<file path="src/rtl/fp_add_subt_unit.sv">
// Multi-cycle IEEE-754 single-precision adder/subtractor, round-to-nearest-even, denormals flushed.
// Define FPADD_SPECIAL_EN to handle infinity/NaN operands; otherwise exponent 255 is treated as finite.
module fp_add_subt_unit (
    input  logic        clk,
    input  logic        reset,
    input  logic        beg_add_subt,
    input  logic        ack_add_subt,
    input  logic        add_subt,
    input  logic [31:0] Data_X,
    input  logic [31:0] Data_Y,
    output logic        ready_add_subt,
    output logic [31:0] result,
    output logic        overflow_flag,
    output logic        underflow_flag
);

    typedef enum logic [2:0] {
        StIdle,
        StLoad,
        StAlign,
        StAdd,
        StNorm,
        StRound,
        StDone
    } state_e;

    state_e      state_q;
    logic [31:0] x_q, y_q;
    logic        op_q;
    logic        sign_q;
    logic        eff_sub_q;
    logic [9:0]  exp_q;
    logic [26:0] big_q, small_q;
    logic [27:0] sum_q;
    logic        zero_q;
    logic        uf_q;

    // Operand ordering and alignment, evaluated from the captured operands.
    logic [7:0]  exp_x, exp_y, exp_big, exp_diff;
    logic [23:0] sig_x, sig_y, sig_big, sig_small;
    logic [53:0] shift_wide;
    logic [26:0] small_aligned;
    logic        x_big, sign_y_eff, sign_big, eff_sub;

    always_comb begin
        exp_x      = x_q[30:23];
        exp_y      = y_q[30:23];
        sig_x      = (exp_x != 8'd0) ? {1'b1, x_q[22:0]} : 24'd0;
        sig_y      = (exp_y != 8'd0) ? {1'b1, y_q[22:0]} : 24'd0;
        x_big      = {exp_x, sig_x[22:0]} >= {exp_y, sig_y[22:0]};
        sign_y_eff = y_q[31] ^ op_q;
        eff_sub    = op_q ^ x_q[31] ^ y_q[31];
        sign_big   = x_big ? x_q[31] : sign_y_eff;
        exp_big    = x_big ? exp_x : exp_y;
        exp_diff   = x_big ? (exp_x - exp_y) : (exp_y - exp_x);
        sig_big    = x_big ? sig_x : sig_y;
        sig_small  = x_big ? sig_y : sig_x;
        // Upper 27 bits are the aligned field, the low 27 catch everything shifted past sticky.
        shift_wide = {sig_small, 30'd0} >> exp_diff;
        if (exp_diff >= 8'd27) begin
            small_aligned = {26'd0, |sig_small};
        end else begin
            small_aligned = {shift_wide[53:28], shift_wide[27] | (|shift_wide[26:0])};
        end
    end

`ifdef FPADD_SPECIAL_EN
    logic        x_inf, y_inf, x_nan, y_nan, special_hit;
    logic [31:0] special_res;

    always_comb begin
        x_inf       = (exp_x == 8'hFF) && (x_q[22:0] == 23'd0);
        y_inf       = (exp_y == 8'hFF) && (y_q[22:0] == 23'd0);
        x_nan       = (exp_x == 8'hFF) && (x_q[22:0] != 23'd0);
        y_nan       = (exp_y == 8'hFF) && (y_q[22:0] != 23'd0);
        special_hit = (exp_x == 8'hFF) || (exp_y == 8'hFF);
        if (x_nan || y_nan || (x_inf && y_inf && eff_sub)) begin
            special_res = 32'h7FC0_0000;
        end else if (x_inf) begin
            special_res = x_q;
        end else begin
            special_res = {sign_y_eff, 8'hFF, 23'd0};
        end
    end
`endif

    // Rounding on guard/round/sticky; a carry out renormalises by one.
    logic        round_up;
    logic [24:0] mant_sum;
    logic [9:0]  exp_rnd;
    logic [22:0] mant_rnd;

    always_comb begin
        round_up = sum_q[2] & (sum_q[1] | sum_q[0] | sum_q[3]);
        mant_sum = {1'b0, sum_q[26:3]} + {24'd0, round_up};
        exp_rnd  = exp_q + {9'd0, mant_sum[24]};
        mant_rnd = mant_sum[24] ? mant_sum[23:1] : mant_sum[22:0];
    end

    always_ff @(posedge clk) begin
        if (!reset) begin
            state_q        <= StIdle;
            x_q            <= 32'd0;
            y_q            <= 32'd0;
            op_q           <= 1'b0;
            sign_q         <= 1'b0;
            eff_sub_q      <= 1'b0;
            exp_q          <= 10'd0;
            big_q          <= 27'd0;
            small_q        <= 27'd0;
            sum_q          <= 28'd0;
            zero_q         <= 1'b0;
            uf_q           <= 1'b0;
            ready_add_subt <= 1'b0;
            result         <= 32'd0;
            overflow_flag  <= 1'b0;
            underflow_flag <= 1'b0;
        end else begin
            case (state_q)
                StIdle: begin
                    if (beg_add_subt) state_q <= StLoad;
                end
                StLoad: begin
                    x_q            <= Data_X;
                    y_q            <= Data_Y;
                    op_q           <= add_subt;
                    overflow_flag  <= 1'b0;
                    underflow_flag <= 1'b0;
                    state_q        <= StAlign;
                end
                StAlign: begin
`ifdef FPADD_SPECIAL_EN
                    if (special_hit) begin
                        result         <= special_res;
                        ready_add_subt <= 1'b1;
                        state_q        <= StDone;
                    end else
`endif
                    begin
                        exp_q     <= {2'b00, exp_big};
                        big_q     <= {sig_big, 3'b000};
                        small_q   <= small_aligned;
                        sign_q    <= sign_big;
                        eff_sub_q <= eff_sub;
                        state_q   <= StAdd;
                    end
                end
                StAdd: begin
                    sum_q   <= eff_sub_q ? ({1'b0, big_q} - {1'b0, small_q})
                                         : ({1'b0, big_q} + {1'b0, small_q});
                    zero_q  <= 1'b0;
                    uf_q    <= 1'b0;
                    state_q <= StNorm;
                end
                StNorm: begin
                    if (sum_q == 28'd0) begin
                        zero_q  <= 1'b1;
                        state_q <= StRound;
                    end else if (sum_q[27]) begin
                        sum_q   <= {1'b0, sum_q[27:2], sum_q[1] | sum_q[0]};
                        exp_q   <= exp_q + 10'd1;
                        state_q <= StRound;
                    end else if (sum_q[26]) begin
                        state_q <= StRound;
                    end else if (exp_q == 10'd1) begin
                        // One more left shift would take the exponent to zero.
                        uf_q    <= 1'b1;
                        state_q <= StRound;
                    end else begin
                        sum_q <= {sum_q[26:0], 1'b0};
                        exp_q <= exp_q - 10'd1;
                    end
                end
                StRound: begin
                    if (zero_q) begin
                        result <= 32'd0;
                    end else if (uf_q) begin
                        result         <= {sign_q, 31'd0};
                        underflow_flag <= 1'b1;
                    end else if (exp_rnd >= 10'd255) begin
                        result        <= {sign_q, 8'hFF, 23'd0};
                        overflow_flag <= 1'b1;
                    end else begin
                        result <= {sign_q, exp_rnd[7:0], mant_rnd};
                    end
                    ready_add_subt <= 1'b1;
                    state_q        <= StDone;
                end
                StDone: begin
                    if (ack_add_subt) begin
                        ready_add_subt <= 1'b0;
                        state_q        <= StIdle;
                    end
                end
                default: state_q <= StIdle;
            endcase
        end
    end

endmodule

</file>
<file path="config.mk">
export PLATFORM = sky130hd
export DESIGN_NAME = fp_add_subt_unit
export DESIGN_NICKNAME = d
export VERILOG_FILES = /design/src/rtl/fp_add_subt_unit.sv
export SDC_FILE = /design/constraint.sdc
export NUM_CORES = 1
export LEC_CHECK = 0
export ABC_AREA = 1
export BUFFER_PORTS_ARGS = -buffer_cell sky130_fd_sc_hd__buf_2
export CAP_MARGIN = 20
export CORE_MARGIN = 2
export CORE_UTILIZATION = 55
export CTS_CLUSTER_DIAMETER = 200
export DETAILED_ROUTE_END_ITERATION = 8
export HOLD_SLACK_MARGIN = 0.05
export PLACE_DENSITY = 0.84
export SYNTH_ARGS = -nofsm -noshare
export SYNTH_HDL_FRONTEND = slang
export SYNTH_SLANG_ARGS = --single-unit
</file>
<file path="constraint.sdc">
create_clock -name clk -period 4.5 [get_ports clk]
set_input_delay 0.9 -clock clk [delete_from_list [all_inputs] [get_ports clk]]
set_output_delay 0.9 -clock clk [all_outputs]
set_load 0.005 [all_outputs]
</file>
; After elaboration in Yosys (flattened, before gate mapping)
; Cells that the tools add are included.
[classes]
addsub = 8
magnitude_cmp = 3
n_eq_ne = 21
shift = 1
muxes = 46
bitwise_logic = 7
n_reduce_logical = 19
[ops]
columns = op, n
row1 = 27-bit two-way mux, 4
row2 = 24-bit two-way mux, 4
row3 = 31-bit two-way mux, 2
row4 = 28-bit two-way mux, 2
row5 = 28-bit one-hot mux with 2 select lines, 1
row6 = 54-bit by 8-bit right shift with 54-bit output, 1
row7 = 10-bit two-way mux, 4
row8 = 32-bit two-way mux, 1
row9 = 31-bit greater-or-equal comparator, 1
row10 = 27-bit by 27-bit adder with 28-bit output, 1
row11 = 28-bit logical NOT, 1
row12 = 27-bit by 27-bit subtractor with 28-bit output, 1
row13 = 27-bit OR reduction, 1
row14 = 24-bit by 1-bit adder with 25-bit output, 1
row15 = 24-bit OR reduction, 1
row16 = 23-bit two-way mux, 1
row17 = 2-bit inequality test (second input constant), 11
row18 = 3-bit one-hot mux with 7 select lines, 1
row19 = 10-bit one-hot mux with 2 select lines, 1
row20 = 3-bit two-way mux, 6
row21 = 8-bit two-way mux, 2
row22 = 8-bit nonzero test, 2
row23 = 8-bit subtractor, 2
row24 = 1-bit two-way mux, 12
row25 = 21 further kinds, 41
[totals]
register_bits = 196
inputBits = 69
output_inout_bits = 35
wordCells = 122

; Logic depth before layout (Yosys ltp)
[depth]
word_depth = 10
ltp_mapped = 40
ltp_nobuf = 36

; Least setup slack after synthesis
; Ideal clock, no wire load.
[synth_path]
path_kind = register -> register
startpoint = register sum_q[3]
endpoint = register result[17]
setup_ps = 70
t_arrival_ps = 4474
required_time_ps = 4430
slack_ps = -45
stages_incl_launch_ff = 28
n_path_buf = 1
synth_period_minus_slack_ps = 4545
cell_sequence = dfxtp_1 -> nand2_1 -> inv_1 -> ha_1 -> nand2_1 -> nor2_1 -> nand3_1 -> nor3_1 -> nand4_1 -> or4_1 -> nor2_1 -> inv_1 -> nor4_2 -> ha_1 -> ha_1 -> inv_1 -> nor2_1 -> nand2_1 -> xor2_1 -> o21ai_0 -> a21oi_1 -> nand2_1 -> inv_1 -> nand2_1 -> nor2_1 -> clkbuf_1 -> o211ai_1 -> a21oi_1
[synth_between]
elab_chain_len = 8
word_cells_on_any_way = 9
cone_classes = 2 x add/sub / 1 x order compare / 4 x mux / 2 x bitwise
[synth_lines]
columns = item, line_no
row1 = from (decl), 34  ; logic [27:0] sum_q;
row2 = from (signal assigned), 149  ; sum_q <= eff_sub_q ? ({1'b0, big_q} - {1'b0, small_q})
row3 = from (signal assigned), 160  ; sum_q <= {1'b0, sum_q[27:2], sum_q[1] | sum_q[0]};
row4 = from (signal assigned), 170  ; sum_q <= {sum_q[26:0], 1'b0};
row5 = 1-bit OR, 94  ; round_up = sum_q[2] & (sum_q[1] | sum_q[0] | sum_q[3]);
row6 = 1-bit bitwise AND, 94
row7 = 24-bit by 1-bit adder with 25-bit output (*), 95  ; mant_sum = {1'b0, sum_q[26:3]} + {24'd0, round_up};
row8 = 10-bit by 1-bit adder with 10-bit output, 96  ; exp_rnd = exp_q + {9'd0, mant_sum[24]};
row9 = 10-bit by 8-bit greater-or-equal comparator with 1-bit output, 180  ; end else if (exp_rnd >= 10'd255) begin
row10 = 31-bit two-way mux (*), 180
row11 = 31-bit two-way mux (*), 177  ; end else if (uf_q) begin
row12 = 32-bit two-way mux (*), 175  ; if (zero_q) begin
row13 = to (signal assigned), 178  ; result <= {sign_q, 31'd0};
row14 = to (signal assigned), 181  ; result <= {sign_q, 8'hFF, 23'd0};
row15 = to (signal assigned), 184  ; result <= {sign_q, exp_rnd[7:0], mant_rnd};
row16 = to (decl), 12  ; output logic [31:0] result,
; Every way passes the cells marked *; elsewhere a longest branch is shown, timed or not.
; A chain may end at the register's enable or synchronous reset.

; Worst setup path in the final report
[layout_path]
startpoint = register sum_q[3]
endpoint = register result[10]
; The elaborated chain is that of the path after synthesis.

==> flow_summary.yaml <==
place:
  routabilityCongestion: 1.00
  hpwl_um: 33900
  dpl-instance-area_um2: 15200
  numPortBuffers: 103
grt:
  groute.usage.overall_pct: 30.5
  grt_overflow_total: 0
  grt_antenna_before_repair: 0
  global_route_wire_length_before_repair_um: 70200
  globalRouteMet1Util_pct: 41.5
  gr-max-usage-layer: "met2"
  grt_use_met3_pct: 3.55
  grtUsageMet2_pct: 50.6
  grt_pass1_vias: 13943
  grt_max_degree: 130
sta:
  report.final.hold_viol_count: 0
  period_minus_slack_ps: 4200
  worst_pin_slew_ps: 815
  skew_ps: 28.6
  final_hold_slack_ps: 455
  fmax_mhz: 238
  period_share_pct: 93.3
  total_setup_violations_reported_at_the_end_of_the_flow: 0
  rsz0062_at_grt: "yes"
  maxSlewHeadroom_pct: 45.6
  final-max-slew-violation-count: 0
  fin_tns_setup_ps: 0
clock_network:
  worst_skew_pair.late_latency_ps: 460
  clk_pin_slew_worst_paths_ps: 80
  h_tree_lvl_count: 4
  max-clock-path-buffers: 2
  cts_tree: "yes"
  post_cts_hold_buffer_count: 0
  clk_root_buffer_cell: "sky130_fd_sc_hd__clkbuf_16"
  cts_num_sinks: 196
  cts-buffers-inserted: 17
synthesis:
  synth_most_common_cell: "sky130_fd_sc_hd__nand2_1"
  synth.mux.area_fraction_pct: 0
  synth.top_cells.by_count: "sky130_fd_sc_hd__nand2_1 (468), sky130_fd_sc_hd__inv_1 (259), sky130_fd_sc_hd__nand3_1 (242), sky130_fd_sc_hd__o21ai_0 (208), sky130_fd_sc_hd__a21oi_1 (205)"
  yosys.area.top_type: "sky130_fd_sc_hd__dfxtp_1"
  synthXorXnorAreaFrac_pct: 2.66
  complex_gate_fraction_of_the_synthesized_area_pct: 21.9
  main_combinational_cell_family_by_area_after_synthesis: "simple AND/OR/NAND/NOR gates"
  synthCells: 2270
  synth.yosys.seq_area_share_pct: 27.1
  synth.top_cells.by_area: "sky130_fd_sc_hd__dfxtp_1 (27%), sky130_fd_sc_hd__nand2_1 (12%), sky130_fd_sc_hd__nand3_1 (8.4%), sky130_fd_sc_hd__ha_1 (7.4%), sky130_fd_sc_hd__o21ai_0 (7.2%)"
  synth_warnings: 0
  synth_cell_type_count: 57
  post_synth_fa_ha_maj_area_fraction_pct: 7.86
  syn_area_per_cell_um2: 6.37
  netlist.area_leader.share_pct: 27.1
  synth_fp_nets: 2428
  synthesized_area_um2: 14500
  synthSimpleGateAreaFrac_pct: 29.4
  yosys_most_used_dff: "sky130_fd_sc_hd__dfxtp_1"
  synth_seq_cells: 196
  synth-edff-count: 0
  synthArstFlopShare_pct: 0
floorplan:
  design.die.area_um2: 27600
  io_pins: 104
  die-height_um: 166
  core_um2: 25900
  floorplan.initialDensity_pct: 55.8
  chipWidth_um: 166
  core.rowCount: 59
routing:
  routed_via_density: 5.90
  antenna_left: 0
  routedWlPerCell_um: 16.7
  drt_pre_antenna_iters: 8
  first_iter_violations: 1739
  route.vias.total: 15893
  drt_wl_total_um: 45100
  post-route-drc-count: 2
critical_path:
  timing.critical_path.arrival_ps: 4510
  cp_data_required_time_ps: 4810
  worstPathMaxFanout: 7
  worst-setup-path-type: "flip-flop to flip-flop"
  worst_setup_path_end_kind: "flip-flop"
  critPathLaunchType: "flip-flop"
worst_hold_path:
  holdCritPathClass: "flip-flop to flip-flop"
job:
  drv.max_cap_violation_count: 0
outcome:
  outcome: "complete, but fails checks"
  violations: "DRC"
cells_and_area:
  drive_gt1_share_pct: 13.0
  layout.core_utilization_pct: 63.6
  nFillCells: 2328
  synth_to_final_area_change_pct: 13.9
  finish.instance_area_um2: 16500
  number_of_inserted_diodes: 0
  nNetsFinal: 2506
==> registers in the layout, indices dropped and copies added (netlist names) <==
signal	flops
ready_add_subt	1
overflow_flag	1
state_q	3
op_q	1
y_q	32
sum_q	28
small_q	27
sign_q	1
eff_sub_q	1
big_q	24
underflow_flag	1
zero_q	1
result	32
uf_q	1
x_q	32
exp_q	10
==> cell usage in the layout, fill, tap and decap left out, types with 5 or more instances in the layout <==
cell                          n
sky130_fd_sc_hd__ha_1        84
sky130_fd_sc_hd__inv_1      256
sky130_fd_sc_hd__nor2_1     182
sky130_fd_sc_hd__buf_4       56
sky130_fd_sc_hd__buf_12       7
sky130_fd_sc_hd__a211oi_1     7
sky130_fd_sc_hd__a21boi_0     5
sky130_fd_sc_hd__a221oi_1    39
sky130_fd_sc_hd__nand4_1     16
sky130_fd_sc_hd__inv_2        7
sky130_fd_sc_hd__o22ai_1     27
sky130_fd_sc_hd__dfxtp_1    189
sky130_fd_sc_hd__buf_2      104
sky130_fd_sc_hd__o21ai_0    204
sky130_fd_sc_hd__nand2_4      6
sky130_fd_sc_hd__xor2_1      36
sky130_fd_sc_hd__nor3_1      26
sky130_fd_sc_hd__a31oi_1     10
sky130_fd_sc_hd__clkbuf_16   21
sky130_fd_sc_hd__nand2_1    460
sky130_fd_sc_hd__xnor2_1      5
sky130_fd_sc_hd__nor2_4       7
sky130_fd_sc_hd__dfxtp_2      7
sky130_fd_sc_hd__o21ai_1     18
sky130_fd_sc_hd__o221ai_1     6
sky130_fd_sc_hd__nor4_1      12
sky130_fd_sc_hd__buf_6        6
sky130_fd_sc_hd__nor2_2      15
sky130_fd_sc_hd__nand2_2     10
sky130_fd_sc_hd__or2_2       11
sky130_fd_sc_hd__nand3_1    238
sky130_fd_sc_hd__a21oi_1    203
==> per-stage QoR <==
step | setup slack, ps | cells
2_1_floorplan | 46.2 | 2270
3_3_place_gp | 148 | 2632
3_5_place_dp | -74.6 | 2632
4_1_cts | 10.0 | 2664
5_1_grt | -69.8 | 2696
6_report | 301 | 2696
==> layout make-up <==
type / count / area (um2) / share of cell area, %
Sequential cell: 196 / 3930 / 23.9
Clock buffer: 18 / 439 / 2.66
Timing Repair inverter: 1 / 6.26 / 0.0380
Clock inverter: 14 / 180 / 1.09
Multi-Input combinational cell: 1684 / 9180 / 55.7
Timing Repair Buffer: 180 / 1310 / 7.93
Inverter: 268 / 1010 / 6.15
Tap cell: 335 / 419 / 2.54
==> cell families after synthesis <==
group | Yosys count
compound gates | 556
xor+xnor | 44
fa+ha+maj | 89
buf+inv | 392
flops | 196
simple gates | 993
==> routing by layer <==
metal	part of all wire [%]	routed length, um	vias to the layer above
li1	-	-	7767
met1	43	19400	7292
met2	46	20900	724
met3	7.0	3140	110
met4	3.4	1540	0
met5	0	0	-
==> worst max-delay path, stage by stage (launching register included) <==
cell and delay (ps):
sky130_fd_sc_hd__dfxtp_1 350, sky130_fd_sc_hd__nand2_1 90, sky130_fd_sc_hd__inv_1 60, sky130_fd_sc_hd__ha_1 150
sky130_fd_sc_hd__nand2_1 80, sky130_fd_sc_hd__nor2_2 160, sky130_fd_sc_hd__nand3_2 130, sky130_fd_sc_hd__nor3_4 200
sky130_fd_sc_hd__nand4_1 100, sky130_fd_sc_hd__or4_4 460, sky130_fd_sc_hd__nor2_4 120, sky130_fd_sc_hd__inv_2 70
sky130_fd_sc_hd__nor4_4 230, sky130_fd_sc_hd__ha_2 230, sky130_fd_sc_hd__buf_4 110, sky130_fd_sc_hd__nand3_2 120
sky130_fd_sc_hd__nor2_4 190, sky130_fd_sc_hd__nand3_2 110, sky130_fd_sc_hd__xor2_2 170, sky130_fd_sc_hd__nor2_1 90
sky130_fd_sc_hd__nand2_1 70, sky130_fd_sc_hd__nand2_2 110, sky130_fd_sc_hd__inv_2 60, sky130_fd_sc_hd__nand2_4 100
sky130_fd_sc_hd__nor2_4 50, sky130_fd_sc_hd__buf_2 160, sky130_fd_sc_hd__a221oi_2 230, sky130_fd_sc_hd__nor2_1 60
==> path summary, 6_finish.rpt <==
check            from         end  slack, ps  depth (start not counted)
min            x_q[4]      x_q[4]        460                          2
min reg2reg    x_q[4]      x_q[4]        460                          2
max          sum_q[3]  result[10]        300                         27
max reg2reg  sum_q[3]  result[10]        300                         27
==> timing repair <==
action	CTS	global route
buffers inserted	0	23
cloned	0	8
endpoints found under the setup margin	16	48
gates resized for setup	2	78
pin swaps	0	19
Power is left out: the tool's default activity adds up to more than one toggle a clock period on the data nets, which glitch-free logic cannot reach.
